--- src/rtl/cpu_sequencer.sv ---
// ----------------------------------------------------------------------------
// cpu_sequencer
//   Multi-cycle control FSM for the 8-bit core. Each instruction moves through
//   FETCH -> DECODE -> EXECUTE -> WRITEBACK. The FSM gates the decoder's ALU and
//   register-write enables into the datapath, and drives the PC advance/load
//   strobes for sequential flow and conditional branches. It also handles HALT,
//   board single-step, and a saturating retired-instruction counter.
//
//   State | Meaning
//   ------+---------------------------------------------------------------
//   IDLE  | one cycle after reset release, then FETCH
//   FETCH | ir_load pulse, ROM word into the instruction register
//   DECODE| decode inputs latched; HALT is detected here
//   EXEC  | alu_en from the latched decode; flags captured for ALU ops
//   WB    | write_en, pc_en, pc_overwrite on a taken branch; retire count
//   STEP  | single-step park; a step_pulse starts the next fetch
//   HALTED| core stopped; resume_pulse gives one skip cycle (pc_en) then FETCH
//
// Ports
//   i_clk, i_rst_n                 system clock, async active-low reset
//   i_dec_alu_en, i_dec_write_en   decoder enables (latched in DECODE)
//   i_dec_halt                     decoder HALT indication (used in DECODE)
//   i_dec_br_op[1:0]               00 none, 01 JMP, 10 JZ, 11 JC
//   i_alu_zero, i_alu_carry        datapath flags, valid during EXECUTE
//   i_step_mode                    1 = park in STEP_WAIT after every instruction
//   i_step_pulse, i_resume_pulse   single-cycle board pulses
//   o_ir_load, o_alu_en, o_write_en, o_pc_en, o_pc_overwrite   datapath strobes
//   o_halted                       core is in HALTED
//   o_state[2:0]                   current state code (debug)
//   o_retired[CNT_W-1:0]           retired instruction count, saturating
// ----------------------------------------------------------------------------
module cpu_sequencer #(
    parameter int CNT_W = 16
) (
    input  logic             i_clk,
    input  logic             i_rst_n,
    input  logic             i_dec_alu_en,
    input  logic             i_dec_write_en,
    input  logic             i_dec_halt,
    input  logic [1:0]       i_dec_br_op,
    input  logic             i_alu_zero,
    input  logic             i_alu_carry,
    input  logic             i_step_mode,
    input  logic             i_step_pulse,
    input  logic             i_resume_pulse,
    output logic             o_ir_load,
    output logic             o_alu_en,
    output logic             o_write_en,
    output logic             o_pc_en,
    output logic             o_pc_overwrite,
    output logic             o_halted,
    output logic [2:0]       o_state,
    output logic [CNT_W-1:0] o_retired
);

    typedef enum logic [2:0] {
        S_IDLE      = 3'd0,
        S_FETCH     = 3'd1,
        S_DECODE    = 3'd2,
        S_EXECUTE   = 3'd3,
        S_WRITEBACK = 3'd4,
        S_STEP_WAIT = 3'd5,
        S_HALTED    = 3'd6
    } state_t;

    localparam logic [CNT_W-1:0] CNT_MAX = {CNT_W{1'b1}};
    localparam logic [CNT_W-1:0] CNT_ONE = {{(CNT_W-1){1'b0}}, 1'b1};

    state_t           r_state;
    state_t           w_next_state;
    logic             r_alu_en_l;
    logic             r_write_en_l;
    logic [1:0]       r_br_op_l;
    logic             r_flag_z;
    logic             r_flag_c;
    logic             r_resume;
    logic             w_resume_next;
    logic [CNT_W-1:0] r_retired;
    logic             w_taken;

    // Branches test the flags of the most recent ALU instruction, never the
    // live datapath flags.
    assign w_taken = (r_br_op_l == 2'b01) ||
                     ((r_br_op_l == 2'b10) && r_flag_z) ||
                     ((r_br_op_l == 2'b11) && r_flag_c);

    always_ff @(posedge i_clk or negedge i_rst_n) begin
        if (!i_rst_n) begin
            r_state      <= S_IDLE;
            r_alu_en_l   <= 1'b0;
            r_write_en_l <= 1'b0;
            r_br_op_l    <= 2'b00;
            r_flag_z     <= 1'b0;
            r_flag_c     <= 1'b0;
            r_resume     <= 1'b0;
            r_retired    <= '0;
        end else begin
            r_state  <= w_next_state;
            r_resume <= w_resume_next;
            if (r_state == S_DECODE) begin
                r_alu_en_l   <= i_dec_alu_en;
                r_write_en_l <= i_dec_write_en;
                r_br_op_l    <= i_dec_br_op;
            end
            if ((r_state == S_EXECUTE) && r_alu_en_l) begin
                r_flag_z <= i_alu_zero;
                r_flag_c <= i_alu_carry;
            end
            if ((r_state == S_WRITEBACK) && (r_retired != CNT_MAX)) begin
                r_retired <= r_retired + CNT_ONE;
            end
        end
    end

    // Next-state logic. The resume request is registered so the skip-past-HALT
    // pc_en is a clean state-decoded strobe rather than a copy of the pulse.
    always_comb begin
        w_next_state  = r_state;
        w_resume_next = 1'b0;
        case (r_state)
            S_IDLE:      w_next_state = S_FETCH;
            S_FETCH:     w_next_state = S_DECODE;
            S_DECODE:    w_next_state = i_dec_halt ? S_HALTED : S_EXECUTE;
            S_EXECUTE:   w_next_state = S_WRITEBACK;
            S_WRITEBACK: w_next_state = i_step_mode ? S_STEP_WAIT : S_FETCH;
            S_STEP_WAIT: begin
                if (i_step_pulse) begin
                    w_next_state = S_FETCH;
                end
            end
            S_HALTED: begin
                if (r_resume) begin
                    w_next_state = S_FETCH;
                end else if (i_resume_pulse) begin
                    w_resume_next = 1'b1;
                end
            end
            default:     w_next_state = S_IDLE;
        endcase
    end

    always_comb begin
        o_ir_load      = 1'b0;
        o_alu_en       = 1'b0;
        o_write_en     = 1'b0;
        o_pc_en        = 1'b0;
        o_pc_overwrite = 1'b0;
        o_halted       = 1'b0;
        case (r_state)
            S_FETCH:     o_ir_load = 1'b1;
            S_EXECUTE:   o_alu_en  = r_alu_en_l;
            S_WRITEBACK: begin
                o_write_en     = r_write_en_l;
                o_pc_en        = 1'b1;
                o_pc_overwrite = w_taken;
            end
            S_HALTED: begin
                o_halted = 1'b1;
                o_pc_en  = r_resume;
            end
            default: ;
        endcase
    end

    assign o_state   = r_state;
    assign o_retired = r_retired;

endmodule

--- config.mk ---
export PLATFORM = sky130hd
export DESIGN_NAME = cpu_sequencer
export DESIGN_NICKNAME = d
export VERILOG_FILES = /design/src/rtl/cpu_sequencer.sv
export SDC_FILE = /design/constraint.sdc
export NUM_CORES = 1
export LEC_CHECK = 0
export CORE_MARGIN = 10
export CORE_UTILIZATION = 49
export CTS_BUF_LIST = sky130_fd_sc_hd__clkbuf_2
export CTS_CLUSTER_SIZE = 10
export DETAILED_ROUTE_END_ITERATION = 10
export PLACE_DENSITY_LB_ADDON = 0.1
export RECOVER_POWER = 100
export SYNTH_ARGS = -nofsm -noshare
export SYNTH_HDL_FRONTEND = slang
export SYNTH_SLANG_ARGS = --single-unit
--- constraint.sdc ---
create_clock -name i_clk -period 2 [get_ports i_clk]
set_clock_uncertainty 0.15 [all_clocks]
set_input_delay 0.6 -clock i_clk [delete_from_list [all_inputs] [get_ports i_clk]]
set_output_delay 0.6 -clock i_clk [all_outputs]
set_load 0.02 [all_outputs]
== Yosys cells after proc, flatten, opt, wreduce, memory -nomap -nowiden ==
Index checks and enable logic that the tools add are counted.
Operators by class
  add/sub/neg operators: 1
  $mul: 0
  divide/modulo/power cells: 0
  order comparisons: 0
  equal/unequal tests: 12
  shifts and indexed selects: 0
  multiplexer cells: 14
  bitwise gates (word level): 0
  reduce and logical (&&, ||, !) cells: 8
Operators with widths (count)
  case mux 3 bit (7 select lines): 1
  adder 16 x 1 -> 16 bit (second input constant): 1
  inequality test 16 bit (second input constant): 1
  2-to-1 mux 3 bit: 4
  equality test 3 bit (second input constant): 3
  2-to-1 mux 1 bit: 8
  equality test 3 x 2 -> 1 bit (second input constant): 2
  equality test 2 bit (second input constant): 2
  logical AND 1 bit: 4
  inequality test 2 bit (second input constant): 2
  equality test 3 x 1 -> 1 bit (second input constant): 1
  logical NOT 3 bit: 1
  equality test 2 x 1 -> 1 bit (second input constant): 1
  logical OR 1 bit: 2
  case mux 1 bit (2 select lines): 1
  AND reduction 2 bit: 1
Storage, ports and cells
  register bits after elaboration: 26
  bits in latches: 0
  bits in writable memories: 0
  ROM bits: 0
  bits of input ports: 12
  output and inout port bits: 25
  logic and storage cells: 43
  memories: 0

== Longest topological paths before layout ==
  depth after elaboration: 5
  depth in mapped cells: 5
  gate-level depth less buffers: 5

== Worst setup path after synthesis ==
Ideal clock, no wire load.
  path type: flip-flop to output port
  from: register r_state[1], in the netlist o_state[1]
  to: output o_pc_overwrite
  arrival time: 1.364 ns
  required time: 1.250 ns
  slack: -0.114 ns
  stages on the path, launching flop included: 4
  path buffers: 1
  cells stage by stage: dfrtp_1 buf_4 or3b_4 a21oi_1
Between the ends
  word-level cells in the longest chain between the ends: 2
RTL lines
  from (decl): RTL line 69  | state_t r_state;
  from (signal assigned): RTL line 98  | r_state <= w_next_state;
  equality test 3 bit: RTL line 149  | case (r_state)
  2-to-1 mux 1 bit: RTL line 149
  to (decl): RTL line 50  | output logic o_pc_overwrite,
Every way passes these cells.

== Worst setup path in the final report ==
Same ends and word-level chain as after synthesis.

==> impl_metrics.env <==
export IMPL_worst_slew_margin_rel=0.569
export IMPL_rrSetupSlack_ns=0.04
export IMPL_route_detailed_vias_per_inst=5.55
export IMPL_most_used_flip_flop_cell_after_synthesis="dfrtp_1"
export IMPL_grt_first_pass_wirelength_um=5600
export IMPL_worst_ir_drop_vdd_mv=1.09
export IMPL_final_util=0.839
export IMPL_overflow=0
export IMPL_routed_vias=1249
export IMPL_end_kind="output port"
export IMPL_io_pins=37
export IMPL_fin_crit_ns=2.24
export IMPL_rows=18
export IMPL_tns_ns=-0.770
export IMPL_die_width_um=71.5
export IMPL_clk_latency_ns=0.35
export IMPL_mean_cell_area_of_the_mapped_netlist_um2=10.7
export IMPL_min_path_cells=1
export IMPL_cts_made_buffers=3
export IMPL_antenna_found_initial=0
export IMPL_n_antenna_cell=0
export IMPL_worstPathMaxFanout=2
export IMPL_layout_drive_gt1_share=0.405
export IMPL_wirelength_met1_um=1610
export IMPL_placement_setup_worst_slack_ns=-0.254
export IMPL_layout_nets=209
export IMPL_worstHoldEndpoint="r_resume"
export IMPL_failed_checks="setup timing"
export IMPL_route_met2_wl_um=1990
export IMPL_post_cts_hold_buffer_count=0
export IMPL_reg2regPathDepth=9
export IMPL_synth_async_sr_flop_share=1.00
export IMPL_critical_path_reg2reg_startpoint="o_state[0]"
export IMPL_initialDrtViolationCount=69
export IMPL_fp_dieArea_um2=5120
export IMPL_tritoncts_clock_tree="built"
export IMPL_outcome="finished with violations"
export IMPL_cts_clock_pin_slew_for_the_worst_setup_and_hold_paths_ns=0.24
export IMPL_grtUsageTotal=0.131
export IMPL_detailedPlacementHpwl_um=2380
export IMPL_top_layer="met4"
export IMPL_ys_types=35
export IMPL_postPlaceCellArea_um2=1820
export IMPL_postRouteAntennaNets=0
export IMPL_ys_seq_area_frac=0.500
export IMPL_worst_slew_pin_slew_ns=0.646
export IMPL_worstSetupPathType="reg -> out"
export IMPL_hold_viol_final=0
export IMPL_area_growth_synth_to_final_pct=61.2
export IMPL_yosys_area_top_type_share=0.500
export IMPL_synth_cell_area_um2=1300
export IMPL_port_buffers=36
export IMPL_floorplan_initialDensity=0.521
export IMPL_final_cell_area_um2=2100
export IMPL_grt_setup_unrepaired="true"
export IMPL_number_of_buffers_between_clock_root_and_the_deepest_sink=2
export IMPL_power_density_cell_area_nw_per_um2=1160
export IMPL_maximum_clock_rate_ghz=0.447
export IMPL_cellLeakagePower_nw=1.04
export IMPL_cts_htree_levels=1
export IMPL_worstSetupStartpointType="flip-flop"
export IMPL_remaining_drc_errors=0
export IMPL_synthesis_instances=122
export IMPL_first_global_vias=1196
export IMPL_core_region_area_um2=2500
export IMPL_maxSlewViolCount=0
export IMPL_syn_num_nets=135
export IMPL_setup_ws_ns=-0.236
export IMPL_max_cap_violations=0
export IMPL_grt_max_degree=27
export IMPL_routed_wire_length_per_instance_um=17.8
export IMPL_whs_ns=0.348
export IMPL_cell_chosen_for_the_clock_root="clkbuf_2"
export IMPL_min_from="r_resume"
export IMPL_synth_largest_area_cell="dfrtp_1"
export IMPL_dr_pass1_iters=5
export IMPL_worst_r2r_endpoint="r_flag_z"
export IMPL_totalWireLength_um=4010
export IMPL_clock_sinks=26
export IMPL_synth_warnings=0
export IMPL_synth_seq_cells=26
export IMPL_worst_ep_required_time_ns=1.25
export IMPL_met3RoutedLength_um=256
export IMPL_hold_path_class="reg -> reg"
export IMPL_finalCritPeriodShare=1.12
export IMPL_gp_congestion=0.822
export IMPL_die_height_um=71.5
export IMPL_netlist_top_cells_area="dfrtp_1 50%, xor2_1 8.1%, mux2_2 6.9%"
export IMPL_critPathArrivalTime_ns=1.49
export IMPL_number_of_enable_type_register_cells_in_the_synthesized_netlist=0
export IMPL_count_of_final_setup_violators=6
## where the power goes
part | switching (mW) | leakage [nW] | total, mW | internal, mW
sequential | 0.117 | 0.336 | 0.783 | 0.666
clock | 0.160 | 0.0140 | 0.203 | 0.0434
combinational | 0.654 | 0.689 | 1.45 | 0.798
## critical path, stage by stage, from the launching register on
cell and delay (ns):
dfrtp_1 0.46, or3b_4 0.42, a21oi_2 0.13, buf_6 0.13
## layout make-up
type                    count  area (um2)
clock buffers               3        15.0
clock inverters             1        3.75
fillers                   139         403
inverters                   3        11.3
multi-input cells          89         708
flip-flops and latches     26         652
well taps                  30        37.5
repair buffers             73         669
## registers in the layout, indices dropped and copies added (netlist names)
name,flops
r_resume,1
r_flag_z,1
r_flag_c,1
o_retired,16
r_br_op_l,2
r_alu_en_l,1
o_state,3
r_write_en_l,1
## per-stage QoR
step	std cells	total power, mW
after CTS	219	2.24
after floorplan	122	1.32
after global routing	225	2.57
after detailed placement	204	1.83
after global placement	204	1.80
final	225	2.44
## cell usage after synthesis (all sizes together), types with 3 or more instances
cell type / instances
dfrtp: 26
xor2: 12
nand2: 9
mux2: 8
nor2: 8
a21oi: 7
nand3: 5
nand4: 5
buf: 4
nor3b: 4
a211oi: 3
inv: 3
nor3: 3
o21ai: 3
## layout by cell type (no fill, tap or decap), types with 2 or more instances in the layout
cell type        count
xor2_1              12
nand2_1              9
dlygate4sd2_1       15
nand3_1              4
buf_4               25
nor3b_1              2
nand3b_1             2
inv_2                2
nor2_1               4
a211oi_2             2
nand4_1              5
buf_6               20
dfrtp_1             25
o22ai_1              2
clkbuf_2             4
a21oi_1              6
nand2b_4             2
nor2_4               3
o21ai_0              3
nor3_1               2
clkdlybuf4s50_1     10
mux2_2               7
## cell families (layout without fill, tap and decap cells)
| kind of cell | Yosys count | count (layout) | synth area share |
|---|---|---|---|
| muxes | 8 | 8 | 0.0692 |
| buffers and inverters | 7 | 80 | 0.0308 |
| xor gates and xnor gates | 12 | 12 | 0.0808 |
| AOI/OAI and AO/OA | 19 | 19 | 0.0885 |
| DFF | 26 | 26 | 0.500 |
| adders and majority gates | 1 | 1 | 0.00961 |
| and+or+nand+nor | 49 | 49 | 0.221 |
## timing repair
action | 4_1_cts | 5_1_grt
cloned | 0 | 0
setup endpoints to repair | 25 | 21
resized for setup | 81 | 25
pin swaps | 4 | 4
setup buffers | 11 | 11
## worst max path at each step
| stage | endpoint | start | cells past startpoint |
|---|---|---|---|
| 4_1_cts | o_pc_overwrite | o_state[0] | 3 |
| 6_report | o_pc_overwrite | o_state[1] | 3 |
| 3_5_place_dp | o_pc_overwrite | o_state[0] | 3 |
| 5_1_grt | o_pc_overwrite | o_state[2] | 3 |
| 2_1_floorplan | o_pc_overwrite | o_state[1] | 3 |
| 3_3_place_gp | o_pc_overwrite | o_state[0] | 3 |
## per-layer routing
layer  up-vias  global-route usage
li1        578                   -
met1       598               0.164
met2        59               0.211
met3        14              0.0372
met4         0              0.0452
met5         -                   0
Power figures use the tool's default switching activity.
